==> src/rtl/rv32i_types.sv <==
// Shared rv32i core types: register index, opcodes and hazard sequencer states.
package rv32i_types;

   typedef logic [4:0] rv32i_reg;

   localparam logic [6:0] op_load = 7'b0000011;

   typedef enum logic [1:0] {
      RUN        = 2'd0,
      LOAD_STALL = 2'd1,
      MEM_WAIT   = 2'd2
   } hz_state_t;

endpackage

==> src/rtl/hazard_ctrl_sat_counter.sv <==
// Saturating up-counter used for the hazard performance counters.
module sat_counter #(
   parameter int W = 32
) (
   input  logic         clk,
   input  logic         rst,
   input  logic         inc,
   output logic [W-1:0] count
);

   logic [W-1:0] count_q;
   logic [W-1:0] count_d;

   always_comb begin
      count_d = count_q;
      if (inc && (count_q != '1))
         count_d = count_q + 1'b1;
   end

   always_ff @(posedge clk or posedge rst) begin
      if (rst)
         count_q <= '0;
      else
         count_q <= count_d;
   end

   assign count = count_q;

endmodule

==> src/rtl/hazard_ctrl.sv <==
// Pipeline hazard sequencer: per-cycle load/stall/flush/bubble decisions
// for load-use, memory stalls and EX redirects, plus perf counters.
module hazard_ctrl
   import rv32i_types::*;
#(
   parameter int CNT_W = 32
) (
   input  logic             clk,
   input  logic             rst,
   input  rv32i_reg         id_rs1,
   input  rv32i_reg         id_rs2,
   input  logic             id_use_rs1,
   input  logic             id_use_rs2,
   input  rv32i_reg         ex_rd,
   input  logic             ex_is_load,
   input  logic             ex_br_redirect,
   input  logic             imem_read,
   input  logic             imem_resp,
   input  logic             dmem_access,
   input  logic             dmem_resp,
   output logic             load_pc,
   output logic             load_if_id,
   output logic             load_id_ex,
   output logic             load_ex_mem,
   output logic             load_mem_wb,
   output logic             bubble_id_ex,
   output logic             flush_if_id,
   output logic             pc_sel_redirect,
   output logic [CNT_W-1:0] stall_cycles,
   output logic [CNT_W-1:0] flush_count
);

   hz_state_t state_q, state_d;
   logic      pend_q, pend_d;
   logic      mem_wait;
   logic      load_use;
   logic      redir;
   logic      lu_stall;

   assign mem_wait = (imem_read && !imem_resp) ||
                     (dmem_access && !dmem_resp);

   assign load_use = ex_is_load && (ex_rd != '0) &&
                     ((id_use_rs1 && (id_rs1 == ex_rd)) ||
                      (id_use_rs2 && (id_rs2 == ex_rd)));

   assign redir = ex_br_redirect ||
                  ((state_q == MEM_WAIT) && pend_q);

   // The bubbled load never stalls twice, even if EX still reports it.
   assign lu_stall = load_use && (state_q != LOAD_STALL);

   always_ff @(posedge clk or posedge rst) begin
      if (rst) begin
         state_q <= RUN;
         pend_q  <= 1'b0;
      end else begin
         state_q <= state_d;
         pend_q  <= pend_d;
      end
   end

   always_comb begin
      state_d = RUN;
      pend_d  = 1'b0;
      if (mem_wait) begin
         state_d = MEM_WAIT;
         pend_d  = pend_q || ex_br_redirect;
      end else if (!redir && lu_stall) begin
         state_d = LOAD_STALL;
      end
   end

   always_comb begin
      load_pc         = 1'b0;
      load_if_id      = 1'b0;
      load_id_ex      = 1'b0;
      load_ex_mem     = 1'b0;
      load_mem_wb     = 1'b0;
      bubble_id_ex    = 1'b0;
      flush_if_id     = 1'b0;
      pc_sel_redirect = 1'b0;
      priority case (1'b1)
         rst, mem_wait: ;
         redir: begin
            load_pc         = 1'b1;
            load_if_id      = 1'b1;
            load_id_ex      = 1'b1;
            load_ex_mem     = 1'b1;
            load_mem_wb     = 1'b1;
            bubble_id_ex    = 1'b1;
            flush_if_id     = 1'b1;
            pc_sel_redirect = 1'b1;
         end
         lu_stall: begin
            load_id_ex   = 1'b1;
            load_ex_mem  = 1'b1;
            load_mem_wb  = 1'b1;
            bubble_id_ex = 1'b1;
         end
         default: begin
            load_pc     = 1'b1;
            load_if_id  = 1'b1;
            load_id_ex  = 1'b1;
            load_ex_mem = 1'b1;
            load_mem_wb = 1'b1;
         end
      endcase
   end

   sat_counter #(.W(CNT_W)) u_stall_cnt (
      .clk   (clk),
      .rst   (rst),
      .inc   (!load_pc),
      .count (stall_cycles)
   );

   sat_counter #(.W(CNT_W)) u_flush_cnt (
      .clk   (clk),
      .rst   (rst),
      .inc   (pc_sel_redirect),
      .count (flush_count)
   );

endmodule

==> config.mk <==
export PLATFORM = sky130hd
export DESIGN_NAME = hazard_ctrl
export DESIGN_NICKNAME = d
export VERILOG_FILES = /design/src/rtl/rv32i_types.sv /design/src/rtl/hazard_ctrl_sat_counter.sv /design/src/rtl/hazard_ctrl.sv
export SDC_FILE = /design/constraint.sdc
export NUM_CORES = 1
export LEC_CHECK = 0
export ABC_AREA = 1
export CORE_UTILIZATION = 54
export CTS_BUF_LIST = sky130_fd_sc_hd__clkbuf_2
export DETAILED_ROUTE_END_ITERATION = 6
export PLACE_DENSITY_LB_ADDON = 0.12
export SYNTH_ARGS = -nofsm -noshare
export SYNTH_HDL_FRONTEND = slang
export SYNTH_HIERARCHICAL = 1
export SYNTH_SLANG_ARGS = --single-unit
==> constraint.sdc <==
create_clock -name clk -period 2.3 [get_ports clk]
set_input_delay 0.575 -clock clk [delete_from_list [all_inputs] [get_ports clk]]
set_output_delay 0.575 -clock clk [all_outputs]
set_load 0.02 [all_outputs]
==> flow_summary.ini, run 1 <==
[status]
status = finished with violations
violations = design-rule violations

[timing]
setup_ws_ns = 0.0656
relSlewSlack_pct = 71.2
hold_viol = 0
slew_viol_final = 0
setup_viol = 0
timing.hold.ws_ns = 0.455
fin_skew_ns = 0.0393
min_period_ns = 2.23
fin_tns_setup_ns = 0
grt_setup_unrepaired = yes
worst_pin_slew_ns = 0.432
max_freq_ghz = 0.448
fin_crit_sh_pct = 97.1

[layout]
num-fill-cells = 790
syn_to_final_growth_pct = 24.9
fin_cells = 1025
layout-drive-gt1-share_pct = 11.0
area.sequential_mm2 = 0.00169
mostFrequentLayoutCells = 417 x nand2_1, 106 x nor2_1, 71 x clkdlybuf4s50_1
fin_nets = 939
final_common_cell = nand2_1
n_antenna_cell = 0
fin_area_mm2 = 0.00617
multi_input_area_mm2 = 0.00283

[floorplan]
coreArea_mm2 = 0.00881
rows = 34
pin_count = 97
die_w_um = 97.7
die_area_mm2 = 0.00954
initial_core_util_pct = 56.1
die_h_um = 97.7

[cts]
cts.htree.levels = 3
tritoncts.num_buffers = 9
cts_root_buf = clkbuf_2
clkTransAtPathRegs_ns = 0.18
cts_buffer_depth = 2
clock_latency_ns = 0.51
clock_sinks = 67
cts_tree = yes

[yosys]
synth_compound_area_share_pct = 1.49
synth_top_family_by_area = simple AND/OR/NAND/NOR gates
synth.cell_area_mm2 = 0.00494
synth_top_area_share_pct = 33.9
synth.ff_latch_count = 67
synth.avg_cell_area_um2 = 6.15
synth_mux_area_share_pct = 0
synth_area_leaders = dfrtp_1 34%, nand2_1 32%, nor2_1 8.2%
syn_nets = 831
synth_cell_types = 30
yosys.area.top_type = dfrtp_1
yosys.area_share.xor_xnor_pct = 4.25
synth_flop_cell = dfrtp_1
ys_seq_area_share_pct = 33.9
yosys_warnings = 6
synthCells = 804
synth-adder-area-share_pct = 0.506
synth-simple-area-share_pct = 50.4
synth-edff-count = 0
async_reset_ff_share_pct = 100

[routing]
ant_nets = 0
viasPerCell = 5.07
drt-initial-drc-count = 362
vias = 5193
wirelength_um = 12900
wl_per_cell_um = 12.6
drt_pre_antenna_iters = 7
route.detailed.drc = 15

[critical_path]
r2r_end = u_stall_cnt/count[17]
criticalPathCategory = input pin to output port
rr_worst_depth = 13
cp.required_ns = 1.73
critPathLaunchType = input pin
path_cells = clkdlybuf4s50_1 > inv_1 > o22ai_2 > nor2_4 > nand3_1 > o21ai_1 > buf_2
cp_max_fo = 4
crit_path_max_incr_delay_ns = 0.46
reg2reg_slack_ns = 0.25
worstPathArrival_ns = 1.66
worstReg2RegStart = pend_q
crit_path_end_kind = output port
crit_path_top_delay_cell = clkdlybuf4s50_1
crit_path_start = imem_read

[flow_run]
cap_viol_max_count = 0

[global_routing]
grt_max_degree = 33
antenna_found_initial = 0
grt_pass1_vias = 4678
track_usage_pct = 27.6
gr-total-overflow = 0
grt_first_pass_wirelength_um = 21400

[placement]
place_congestion = 0.959
placed_area_mm2 = 0.00599
dp_slack_ns = -0.589
port_buffers = 96
dp_cells = 1002
dpl.hpwl_um = 9520

[pwr]
p_per_area_mw_per_mm2 = 438
leakage_nw = 3.03
ir_drop_uv = 274

[min_path]
holdCritPathClass = input pin to async pin
-- metrics by stage --
step           util, %  power, W
2_1_floorplan        -   0.00182
3_3_place_gp      68.0   0.00209
3_5_place_dp      68.0   0.00211
5_1_grt           70.1   0.00287
4_1_cts           69.2   0.00272
6_report          70.1   0.00271
-- routing by layer --
metal	GRT usage, %	wire length [um]	up-vias
met2	45.4	5920	192
met3	3.02	773	14
met5	0	0	-
met1	38.0	6040	2363
met4	9.09	150	0
li1	-	-	2624
-- cell families after synthesis --
family                   count (synthesis)
AND/OR/NAND/NOR                        601
buffers and inverters                   98
flip-flops                              67
XOR/XNOR                                24
AO/OA/AOI/OAI                           12
adder cells (fa/ha/maj)                  2
-- flip-flops by register name, indices dropped and copies added (netlist names) --
signal and flops:
state_q 2, u_flush_cnt/count 32, u_stall_cnt/count 32, pend_q 1
-- critical path, delay by kind of cell --
family | cells | cell delay [ns]
simple gates | 2 | 0.15
buf+inv | 3 | 0.65
compound gates | 2 | 0.28
-- cell usage after synthesis (6+ instances only) --
library cell and instances:
nand2_1 417, nor2_1 108, inv_1 70, dfrtp_1 67
nand3_1 36, xnor2_1 12, xor2_1 12, inv_2 11
nor2_2 10, nand2_2 8, buf_4 6, o21ai_0 6
-- layout make-up --
type | instances | area share [%]
inverters | 82 | 4.99
flip-flops and latches | 67 | 27.4
multi-input cells | 639 | 45.9
clock inverters | 6 | 0.689
repair buffers | 113 | 18.0
clock buffers | 10 | 0.811
well taps | 108 | 2.19
-- power breakdown --
part / switching [W] / internal (W) / total [W]
Combinational: 0.000411 / 0.000317 / 0.000729
Clock: 0.000455 / 0.000147 / 0.000602
Sequential: 0.000116 / 0.00126 / 0.00137
-- how the worst max path moves through the flow --
| stage | endpoint | slack, ns | cells after the start |
|---|---|---|---|
| 2_1_floorplan | pc_sel_redirect | 0.06 | 6 |
| 3_3_place_gp | bubble_id_ex | -0.54 | 10 |
| 3_5_place_dp | bubble_id_ex | -0.59 | 10 |
| 4_1_cts | flush_count[21] | 0.02 | 1 |
| 5_1_grt | flush_if_id | -0.02 | 6 |
| 6_report | bubble_id_ex | 0.07 | 7 |
-- repair_timing --
| item | CTS | global route |
|---|---|---|
| buffers inserted | 6 | 0 |
| gates resized for setup | 53 | 21 |
| pin swaps | 6 | 6 |
| hold buffers | 0 | 0 |
| gates cloned | 0 | 3 |
| setup endpoints to repair | 10 | 45 |
(Power assumes the default switching activity.)
==> run 2, diff against run 1 <==
CORE_UTILIZATION = 37   (was 54)
==> run 2 against run 1 <==
Against the previous run:
- the run now ends clean
- combinational power grew 2%
- hold slack got worse by 0.049 ns
- power is 0.37% lower
- register-to-register slack worse by 0.09 ns
- first-iteration DRC count is 25% lower
- routed wire length grew 4.4%
- critical path depth decreased by 1
- largest cell class unchanged
- highest routed layer unchanged
==> flow_summary.ini, run 2 (synthesis results as in run 1) <==
[cts]
cts_root_buf = clkbuf_2
cts_tree = yes
clock_latency_ns = 0.53
cts.htree.levels = 3
tritoncts.num_buffers = 9
cts_buffer_depth = 2
clock_sinks = 67
clkTransAtPathRegs_ns = 0.18

[timing]
worst_pin_slew_ns = 0.444
setup_ws_ns = 0.0496
hold_viol = 0
max_freq_ghz = 0.444
timing.hold.ws_ns = 0.405
setup_viol = 0
relSlewSlack_pct = 70.4
fin_crit_sh_pct = 97.8
fin_skew_ns = 0.0356
slew_viol_final = 0
min_period_ns = 2.25

[critical_path]
crit_path_top_delay_cell = clkdlybuf4s50_1
critical-path-top-delay-family = buffers and inverters
critPathBufInv = 3
path_cells = clkdlybuf4s50_1 > o22ai_2 > nor2_4 > inv_2 > nor2_2 > buf_2
reg2reg_slack_ns = 0.16
path_depth = 6
crit_path_max_incr_delay_ns = 0.47
rr_worst_depth = 18
cp_max_fo = 4
r2r_end = u_stall_cnt/count[17]
worstSetupEndpoint = flush_if_id
crit_path_end_kind = output port
critPathLaunchType = input pin
cp.required_ns = 1.73
worstPathArrival_ns = 1.68
crit_path_start = imem_resp
worstReg2RegStart = state_q[1]
criticalPathCategory = input pin to output port

[layout]
final_common_cell = nand2_1
n_antenna_cell = 0
layout-drive-gt1-share_pct = 14.1
mostFrequentLayoutCells = 417 x nand2_1, 107 x nor2_1, 69 x inv_1
fin_cells = 1095
fin_nets = 946
num-fill-cells = 1366
syn_to_final_growth_pct = 28.3

[routing]
drt_pre_antenna_iters = 5
wirelength_um = 13400
route.detailed.drc = 0
wl_per_cell_um = 12.3
viasPerCell = 4.65
drt-initial-drc-count = 273
ant_nets = 0
vias = 5092

[placement]
port_buffers = 96
dpl.hpwl_um = 10200
dp_cells = 1069
dp_slack_ns = -0.563
place_congestion = 0.892

[global_routing]
grt_max_degree = 33
antenna_found_initial = 0
gr-total-overflow = 0
grt_pass1_vias = 4606
grt_first_pass_wirelength_um = 22100
track_usage_pct = 19.8

[status]
status = finished clean

[floorplan]
die_h_um = 118
coreArea_mm2 = 0.0128
die_w_um = 118
initial_core_util_pct = 38.5
rows = 41
die_area_mm2 = 0.0138
pin_count = 97

[pwr]
ir_drop_uv = 178
leakage_nw = 3.25
p_per_area_mw_per_mm2 = 425

[flow_run]
cap_viol_max_count = 0

[min_path]
holdCritPathClass = input pin to async pin
==> run 2: final cells by class <==
| class | instances | area, um^2 | area share [%] |
|---|---|---|---|
| Multi-Input combinational cell | 639 | 2820 | 44.5 |
| Timing Repair Buffer | 120 | 1200 | 18.9 |
| Clock inverter | 4 | 18.8 | 0.296 |
| Tap cell | 172 | 215 | 3.39 |
| Inverter | 82 | 310 | 4.89 |
| Clock buffer | 11 | 55.1 | 0.868 |
| Sequential cell | 67 | 1720 | 27.2 |
==> run 2: worst reg2reg max path: stages, from the launching register on <==
cell and delay [ns]:
dfrtp_1 0.42, inv_1 0.05, nand2_1 0.06, nand3_1 0.09
inv_2 0.04, nand3_2 0.08, nand2_2 0.06, buf_4 0.13
buf_4 0.12, buf_4 0.12, buf_4 0.12, buf_4 0.12
buf_4 0.15, inv_4 0.07, a21oi_4 0.04, buf_6 0.14
clkbuf_16 0.15, nand2_1 0.06, nand2_1 0.05
==> run 2: power breakdown <==
part	total (W)	switching (W)	internal, W
combinational	0.000741	0.000419	0.000322
clock	0.000568	0.000431	0.000137
sequential	0.00139	0.000124	0.00126
==> run 2: layer usage <==
metal  vias to the layer above  GRT usage (%)  part of all wire [%]
met4                         0           7.37                   1.4
met5                         -              0                     0
met1                      2304           27.2                    49
met2                       115           31.3                    46
li1                       2657              -                     -
met3                        16           2.91                   4.1
==> run 2: how the worst min path moves through the flow <==
stage	start	end	slack, ns	depth (start not counted)
after floorplan	rst	pend_q	0.33	1
after global placement	pend_q	pend_q	0.48	1
after detailed placement	pend_q	pend_q	0.49	1
after CTS	rst	state_q[1]	0.34	3
after global routing	rst	state_q[1]	0.34	3
final	rst	state_q[1]	0.41	3
==> run 2: repair_timing <==
action	CTS	global route
gates cloned	0	3
buffers inserted	6	3
pin swaps	7	5
resized for setup	69	43
setup endpoints to repair	27	67
hold buffers	0	0
==> run 2: metrics by stage <==
| stage | util, % | total power [W] | instance area, um^2 | TNS, ns |
|---|---|---|---|---|
| after floorplan | - | 0.00182 | 4950 | 0 |
| after global placement | 47.5 | 0.00212 | 6090 | -10.59 |
| after detailed placement | 47.5 | 0.00214 | 6090 | -11.26 |
| after CTS | 48.2 | 0.00272 | 6180 | 0 |
| after global routing | 49.5 | 0.00288 | 6340 | -0.00498 |
| final | 49.5 | 0.00270 | 6340 | 0 |
==> run 3, diff against run 2 <==
CORE_ASPECT_RATIO = 0.6   (was not set)
==> run 3 against run 2 <==
Against the previous run:
- critical endpoint unchanged
- critical path depth is the same
- largest cell class unchanged
- final cell count decreased by 0.18%
- sequential share of layout area is 0.052 points lower
- die area grew 0.11%
- clock skew fell by 0.017 ns
- first-iteration DRC count increased by 79%
- utilization barely moved
- clock power is 3% higher
- critical path type unchanged
- power increased by 1.2%
- routed wire length increased by 10%
- via count increased by 1.6%
- sequential power is essentially flat
==> flow_summary.ini, run 3 (synthesis results as in run 1) <==
[routing]
wl_per_cell_um = 13.5
drt-initial-drc-count = 488
vias = 5176
drt_pre_antenna_iters = 5
route.detailed.drc = 0
viasPerCell = 4.74
ant_nets = 0
wirelength_um = 14800

[pwr]
power_w = 0.00273
leakage_nw = 3.38
p_per_area_mw_per_mm2 = 427
ir_drop_uv = 368

[layout]
mostFrequentLayoutCells = 417 x nand2_1, 105 x nor2_1, 69 x inv_1
final_common_cell = nand2_1
n_antenna_cell = 0
num-fill-cells = 1360
fin_nets = 947
layout-drive-gt1-share_pct = 15.4
syn_to_final_growth_pct = 29.4
fin_util_pct = 49.5

[floorplan]
pin_count = 97
die_area_mm2 = 0.0138
rows = 32
die_w_um = 151
initial_core_util_pct = 38.2
coreArea_mm2 = 0.0129
die_h_um = 91.5

[timing]
relSlewSlack_pct = 69.0
worst_pin_slew_ns = 0.463
grt_setup_unrepaired = yes
hold_viol = 0
max_freq_ghz = 0.444
timing.hold.ws_ns = 0.393
fin_crit_sh_pct = 97.9
slew_viol_final = 0
fin_skew_ns = 0.0189
setup_viol = 0
min_period_ns = 2.25

[critical_path]
path_cells = clkdlybuf4s50_1 > o22ai_4 > nor2_4 > inv_2 > nor2_4 > buf_4
cp.required_ns = 1.73
crit_path_end_kind = output port
cp_max_fo = 4
reg2reg_slack_ns = 0.16
critPathLaunchType = input pin
crit_path_top_delay_cell = clkdlybuf4s50_1
criticalPathCategory = input pin to output port
crit_path_max_incr_delay_ns = 0.51
cpMostUsedCell = nor2_4
worstPathArrival_ns = 1.68

[cts]
clock_sinks = 67
clock_latency_ns = 0.55
cts_tree = yes
cts_buffer_depth = 2
tritoncts.num_buffers = 9
clkTransAtPathRegs_ns = 0.20
cts_root_buf = clkbuf_2
cts.htree.levels = 3

[global_routing]
grt-busiest-layer = met1
grt_max_degree = 33
grt_use_met3_pct = 8.04
grt_use_met1_pct = 37.3
grt_first_pass_wirelength_um = 23200
grt_pass1_vias = 4319
use_met2_pct = 24.8
gr-total-overflow = 0
track_usage_pct = 22.1
antenna_found_initial = 0

[placement]
dpl.hpwl_um = 11200
place_congestion = 0.933
port_buffers = 96

[flow_run]
cap_viol_max_count = 0

[status]
status = finished clean

[min_path]
holdCritPathClass = input pin to async pin
[run 3: changes by cell type in the layout (fill, tap and decap cells not counted), sizes merged]
cell,before,now
clkinvlp,0,1
buf,30,28
dlygate4sd2,17,15
clkdlybuf4s50,57,49
clkinv,4,3
clkdlybuf4s15,0,2
clkbuf,13,15
dlymetal6s2s,14,22
[run 3: worst max-delay path, delay by kind of cell]
kind | cells | cell delay (ns)
buffers and inverters | 3 | 0.74
AND/OR/NAND/NOR | 2 | 0.25
AO/OA/AOI/OAI | 1 | 0.10
[run 3: stage by stage]
step | setup TNS, ns | std cells | instance area, um^2 | worst slack (ns)
2_1_floorplan | 0 | 804 | 4950 | 0.0619
6_report | 0 | 1093 | 6400 | 0.0483
5_1_grt | -0.0952 | 1093 | 6400 | -0.0262
3_5_place_dp | -12.63 | 1071 | 6110 | -0.613
3_3_place_gp | -10.63 | 1071 | 6110 | -0.605
4_1_cts | -0.207 | 1091 | 6210 | -0.0787
[run 3: cell type report]
type	count	area, um^2	area share (%)
clock inverters	4	20.0	0.313
multi-input cells	639	2860	44.6
flip-flops and latches	67	1730	27.1
clock buffers	10	50.0	0.782
inverters	82	310	4.85
repair buffers	121	1220	19.0
well taps	170	213	3.32
[run 3: path summary, 6_finish.rpt]
path / start / end / cells after the start
hold / removal: rst / state_q[0] / 3
min in group clk: pend_q / pend_q / 1
hold reg to reg: pend_q / pend_q / 1
max in group asynchronous: rst / u_flush_cnt/count[18] / 4
setup / recovery: imem_resp / flush_if_id / 6
setup reg to reg: state_q[0] / u_stall_cnt/count[5] / 15
[run 3: routing by layer]
metal  part of all wire (%)  vias up
li1                       -     2641
met1                     56     2322
met2                     33      207
met3                    9.9        6
met4                   0.43        0
met5                      0        -
[run 3: repair_timing]
| item | in CTS | in global routing |
|---|---|---|
| hold buffers | 0 | 0 |
| pin swaps | 8 | 8 |
| resized for setup | 63 | 73 |
| cloned | 0 | 2 |
| buffers inserted | 6 | 1 |
| setup endpoints to repair | 26 | 86 |
[run 3: power breakdown]
group          internal (W)  leakage, nW  switching, W  total (W)
Combinational      0.000329         2.48      0.000433   0.000763
Clock              0.000126       0.0487      0.000458   0.000583
Sequential          0.00127        0.846      0.000118    0.00138
Total               0.00172         3.38       0.00101    0.00273
